===== src/rtl/instr_fetch_mem.sv =====
// Byte-addressed big-endian instruction memory with a registered 1-cycle fetch port,
// decode-stall hold, MIPS field slicing, fault flagging and a byte-wide program-load port.
module instr_fetch_mem #(
   parameter int unsigned DEPTH_BYTES = 128,
   parameter int unsigned ADDR_W      = 32,
   parameter string       INIT_FILE   = ""
) (
   input  logic              clk_i,
   input  logic              rst_ni,
   input  logic              fetch_req_i,
   input  logic [ADDR_W-1:0] pc_i,
   input  logic              stall_i,
   input  logic              ld_en_i,
   input  logic [ADDR_W-1:0] ld_addr_i,
   input  logic [7:0]        ld_data_i,
   output logic              inst_valid_o,
   output logic [31:0]       instr_o,
   output logic [5:0]        op_o,
   output logic [4:0]        rs_o,
   output logic [4:0]        rt_o,
   output logic [4:0]        rd_o,
   output logic [4:0]        shamt_o,
   output logic [5:0]        funct_o,
   output logic [15:0]       immediate_o,
   output logic [25:0]       target_o,
   output logic [1:0]        fault_o
);

   localparam int unsigned       IdxW     = (DEPTH_BYTES > 1) ? $clog2(DEPTH_BYTES) : 1;
   localparam logic [ADDR_W-1:0] LastWord = ADDR_W'(DEPTH_BYTES - 4);
   localparam logic [ADDR_W-1:0] DepthA   = ADDR_W'(DEPTH_BYTES);

   logic [7:0]      mem_q [DEPTH_BYTES];
   logic [IdxW-1:0] pc_idx;
   logic [IdxW-1:0] ld_idx;
   logic            misaligned;
   logic            out_of_range;
   logic [1:0]      fault_code;
   logic [31:0]     rd_word;

   logic        inst_valid_q, inst_valid_d;
   logic [31:0] instr_q, instr_d;
   logic [1:0]  fault_q, fault_d;

   assign ld_idx = ld_addr_i[IdxW-1:0];

   // Memory contents survive reset, so the array has no reset branch.
   always_ff @(posedge clk_i) begin
      if (ld_en_i && (ld_addr_i < DepthA)) begin
         mem_q[ld_idx] <= ld_data_i;
      end
   end

   assign pc_idx       = pc_i[IdxW-1:0];
   assign misaligned   = |pc_i[1:0];
   assign out_of_range = pc_i > LastWord;
   assign fault_code   = misaligned ? 2'b01 : (out_of_range ? 2'b10 : 2'b00);

   // Only index the array for an aligned in-range pc, so no read falls past the end.
   always_comb begin
      rd_word = '0;
      if (fault_code == 2'b00) begin
         rd_word = {mem_q[pc_idx], mem_q[pc_idx + IdxW'(1)],
                    mem_q[pc_idx + IdxW'(2)], mem_q[pc_idx + IdxW'(3)]};
      end
   end

   always_comb begin
      inst_valid_d = inst_valid_q;
      instr_d      = instr_q;
      fault_d      = fault_q;
      if (!stall_i) begin
         if (ld_en_i) begin
            inst_valid_d = 1'b0;
         end else begin
            inst_valid_d = fetch_req_i;
            if (fetch_req_i) begin
               instr_d = rd_word;
               fault_d = fault_code;
            end
         end
      end
   end

   always_ff @(posedge clk_i or negedge rst_ni) begin
      if (!rst_ni) begin
         inst_valid_q <= 1'b0;
         instr_q      <= '0;
         fault_q      <= 2'b00;
      end else begin
         inst_valid_q <= inst_valid_d;
         instr_q      <= instr_d;
         fault_q      <= fault_d;
      end
   end

   assign inst_valid_o = inst_valid_q;
   assign instr_o      = instr_q;
   assign fault_o      = fault_q;
   assign op_o         = instr_q[31:26];
   assign rs_o         = instr_q[25:21];
   assign rt_o         = instr_q[20:16];
   assign rd_o         = instr_q[15:11];
   assign shamt_o      = instr_q[10:6];
   assign funct_o      = instr_q[5:0];
   assign immediate_o  = instr_q[15:0];
   assign target_o     = instr_q[25:0];

endmodule


===== config.mk =====
export PLATFORM = sky130hd
export DESIGN_NAME = instr_fetch_mem
export DESIGN_NICKNAME = d
export VERILOG_FILES = /design/src/rtl/instr_fetch_mem.sv
export SDC_FILE = /design/constraint.sdc
export NUM_CORES = 2
export LEC_CHECK = 0
export CORE_MARGIN = 2
export CORE_UTILIZATION = 40
export CTS_BUF_LIST = sky130_fd_sc_hd__clkbuf_16
export CTS_CLUSTER_DIAMETER = 200
export DETAILED_ROUTE_END_ITERATION = 12
export GPL_TIMING_DRIVEN = 1
export PLACE_DENSITY = 0.59
export RECOVER_POWER = 50
export SLEW_MARGIN = 30
export SYNTH_ARGS = -nofsm -noshare
export SYNTH_HDL_FRONTEND = slang
export SYNTH_SLANG_ARGS = --single-unit

===== constraint.sdc =====
create_clock -name clk_i -period 6.7 [get_ports clk_i]
set_input_delay 1.34 -clock clk_i [delete_from_list [all_inputs] [get_ports clk_i]]
set_output_delay 1.34 -clock clk_i [all_outputs]
set_load 0.05 [all_outputs]

# After elaboration in Yosys (flattened, before gate mapping)
# Memories as Yosys holds them, arrays and structs flattened.
# Cells that the tools add are included.
[totals]
ff_bits = 35
ramBits = 1024
in_bits = 77
out_inout_bits = 109
mem_count = 1
[memory_table]
columns = ["name", "depth", "width", "read_ports", "rd_clocked_by_memory_dff", "wr", "line_no", "text"]
rows = [
  ["mem_q", 128, 8, 4, 0, 1, "33", "logic [7:0] mem_q [DEPTH_BYTES];"],
]
[op_classes]
n_addsub = 3
magnitude_cmp = 2
muxes = 6
bitwise_logic = 2
n_reduce_logical = 4
[ops]
columns = ["operator", "count"]
rows = [
  ["32-bit by 7-bit greater-than comparator with 1-bit output (second input constant)", 1],
  ["32-bit by 8-bit less-than comparator with 1-bit output (second input constant)", 1],
  ["32-bit 2-to-1 mux", 1],
  ["7-bit by 2-bit adder with 7-bit output (second input constant)", 2],
  ["7-bit by 1-bit adder with 7-bit output (second input constant)", 1],
  ["2-bit 2-to-1 mux", 2],
  ["1-bit 2-to-1 mux", 3],
  ["3-bit AND reduction", 1],
  ["2-bit zero test", 1],
  ["1-bit inverter", 2],
  ["2-bit OR reduction", 1],
  ["1-bit logical AND", 1],
]

# Depth between registers and ports, before layout
[logic_depth]
ltp_word = 5
mapped_depth = 20

# Least setup slack after synthesis
# No wires, ideal clock.
[synth_path]
path_kind = "input to register"
startpoint = "input port pc_i[0]"
endpoint = "register instr_q[2] (netlist: instr_o[2])"
arrival_ns = 4.705
t_required_ns = 6.580
setup_slack_ns = 1.876
stages = 17
path_buffers = 10
path_cell_list = "buf_6 -> inv_2 -> buf_4 -> buf_6 -> buf_4 -> buf_4 -> buf_4 -> ha_1 -> clkbuf_1 -> buf_4 -> buf_2 -> buf_2 -> mux4_2 -> mux4_2 -> a21oi_1 -> nand3_1 -> and3_1"
[synth_via]
elab_chain_len = 5
[synth_lines]
columns = ["element", "line_no", "text"]
rows = [
  ["from (decl)", "11", "input logic [ADDR_W-1:0] pc_i,"],
  ["branches (longest 4 deep; another with memory 128 x 8 bit)", "-", ""],
  ["32-bit 2-to-1 mux *", "62", "if (fault_code == 2'b00) begin"],
  ["to (signal assigned)", "92", "instr_q <= instr_d;"],
  ["to (decl)", "42", "logic [31:0] instr_q, instr_d;"],
]
# Every way passes the cells marked *.
# A chain may end at the register's enable or synchronous reset.

# Worst setup path after layout
[layout_path]
startpoint = "input port ld_en_i"
endpoint = "memory mem_q[123][4], enable pin"
[layout_via]
elab_chain_len = 3
[layout_lines]
columns = ["element", "line_no", "text"]
rows = [
  ["from (decl)", "13", "input logic ld_en_i,"],
  ["1-bit logical AND", "49", "if (ld_en_i && (ld_addr_i < DepthA)) begin"],
  ["1-bit 2-to-1 mux", "49", ""],
  ["1-bit 2-to-1 mux (implied by the code)", "50", "mem_q[ld_idx] <= ld_data_i;"],
  ["to (decl)", "33", ""],
]
# Every way passes these cells.

==> metrics.csv <==
metric;value;unit
status;complete, but fails checks;
violations;capacitance limit, slew limit;
start_util;40.3;%
syn_inst;4835;
portBuffers;185;
synth_area_leaders;edfxtp_1 (46%), mux4_2 (26%), nand2_1 (5.0%), mux2i_1 (4.4%), nand3_1 (2.0%);
cp.required;7230;ps
syn_avg_cell_area;13.8;sq um
tightest_slew;3730;ps
grt_pass1_wl;394000;um
min_period;5340;ps
grt_pass1_vias;47609;
final_core_util;45.3;%
vias;50966;
drt_iter0_markers;9993;
grt_max_degree;103;
setup_viol;0;
cts_setup_buffers;0;
cp-end-kind;flip-flop;
met2_usage;47.4;%
finalNonFillerCells;7161;
dieArea;170000;sq um
hold_depth;2;
fmax;187;MHz
synth_cell_types;73;
hold_viol_final;0;
synth_edf_count;1024;
cts-root-buf;clkbuf_16;
ys_seq_area_share;47.5;%
maxCapViolations;22;
avgViaCountPerCell;7.12;
htreeDepth;3;
cts_buffer_depth;3;
area_growth;12.4;%
hp-start;inst_valid_o$_DFFE_PN0N_;
grt.busiest_layer;met2;
timing.rr.start;mem_q[52][1]$_DFFE_PP_;
final_nets;4950;
place_congestion;1.04;
cts_tree;built;
maxSlewViolCount;1026;
syn_nets;4917;
synth_top_area_cell;edfxtp_1;
holdPathEnd;inst_valid_o$_DFFE_PN0N_;
placed_cells;6939;
ys_ff_latch;1059;
synthFlopType;edfxtp_1;
drtAntennaViolNets;0;
layout_common_cells;edfxtp_1 (1,024), nand2_1 (882), mux4_2 (780), mux2i_1 (291), nand3_1 (269);
ctsResizeCount;0;
clk_pin_slew;60;ps
antenna_found_initial;15;
critPathMaxFanout;16;
routedWlPerCell;39.8;um
leakagePower;24.4;nW
placed_area;70700;sq um
grtUsageMet3;12.8;%
fp.dieW;412;um
worst-endpoint-arrival;5870;ps
path_class;in -> reg;
drive_gt1_share;27.6;%
synth_warnings;0;
drt_wl_total;285000;um
reg2reg_slack;3420;ps
rows;149;
skew;31.7;ps
fin_crit_sh;79.7;%
whs;474;ps
powerDensity;237;nW/um^2
hold_path.class;reg -> reg;
clock-sinks;1059;
die_y;412;um
r2r_cells;8;
worstSkewPairLatency;800;ps
num_io_pins;186;
relSlewSlack;-149;%
drc;0;
grt_usage;33.3;%
rsz0062_at_grt;false;
core-area;165000;sq um
final_common_cell;edfxtp_1;
start_kind;primary input;
cts_hold_buf;0;
final_cell_area;74900;sq um
synth_area;66600;sq um
async_flop_share;3.31;%
firstDrtPassIters;6;
r2r-end;instr_o[25]$_DFFE_PN0P_;
overflow;0;
hpwl;194000;um
post-synth-top-area-fraction;46.2;%
ir_drop;0.219;mV
cts_buffers;116;
met1_usage;44.3;%
timing.setup.tns;0;ps
stage by stage:
step	setup slack (ps)	power, mW
finish	1360	17.7
global route	1510	18.0
CTS	1660	17.6
detailed placement	880	10.5
global placement	861	10.5
floorplan	1880	9.22
worst max-delay path by stage:
stage	startpoint	endpoint	slack, ps	cells after the start
2_1_floorplan	pc_i[0]	instr_o[2]$_DFFE_PN0P_	1880	17
3_3_place_gp	pc_i[0]	instr_o[5]$_DFFE_PN0P_	860	11
3_5_place_dp	pc_i[2]	instr_o[17]$_DFFE_PN0P_	880	11
4_1_cts	pc_i[2]	instr_o[17]$_DFFE_PN0P_	1660	11
5_1_grt	pc_i[0]	instr_o[7]$_DFFE_PN0P_	1510	11
6_report	ld_en_i	mem_q[123][4]$_DFFE_PP_	1360	8
per-layer routing:
metal	routed length (um)	share of wire [%]	up-vias
li1	-	-	19539
met1	101000	35	25935
met2	119000	42	4657
met3	46600	16	821
met4	17900	6.3	14
met5	86	0.030	-
kinds of logic (layout without fill, tap and decap cells):
family / Yosys count / count (layout) / share of synthesized area [%]
xor+xnor: 19 / 19 / 0.346
simple gates: 1556 / 1556 / 9.96
other cells: 0 / 4 / 0
flops: 1059 / 1059 / 47.5
buf+inv: 508 / 641 / 4.53
compound gates: 527 / 527 / 5.33
fa+ha+maj: 5 / 5 / 0.0939
mux: 1161 / 1161 / 32.3
synthesized netlist by cell type (89+ instances only):
| cell type | n |
|---|---|
| nand2_1 | 882 |
| o21ai_0 | 89 |
| mux4_2 | 780 |
| nor2_1 | 218 |
| buf_2 | 191 |
| mux2i_1 | 292 |
| a21oi_1 | 108 |
| mux2_2 | 89 |
| edfxtp_1 | 1024 |
| nand3_1 | 269 |
| buf_4 | 152 |
| clkbuf_1 | 104 |
report_power, final:
| part | switching, mW | leakage, nW | internal, mW |
|---|---|---|---|
| logic | 2.14 | 12.7 | 1.11 |
| registers | 0.00119 | 9.68 | 7.27 |
| clock network | 2.93 | 2.07 | 4.30 |
| total | 5.07 | 24.4 | 12.7 |
critical path, cell delays in order:
cell           delay (ps)
dlygate4sd3_1         550
nor4b_1               160
nand4_1               110
nor3_1                100
nand2_1                70
clkbuf_1             2270
nor2_1                820
buf_4                 430
area by class of cell:
type | instances | area [sq um]
diodes | 4 | 10.0
repair buffers | 418 | 3900
clock inverters | 99 | 1240
multi-input cells | 3268 | 32300
flip-flops and latches | 1059 | 31600
fillers | 14580 | 90300
clock buffers | 119 | 2980
well taps | 2189 | 2740
inverters | 5 | 30.0
sequential cells by signal, summed over array words and instances, names as in the netlist:
| signal | flops |
|---|---|
| instr_o | 32 |
| mem_q | 1024 |
| inst_valid_o | 1 |
| fault_o | 2 |
(Power assumes the default switching activity.)
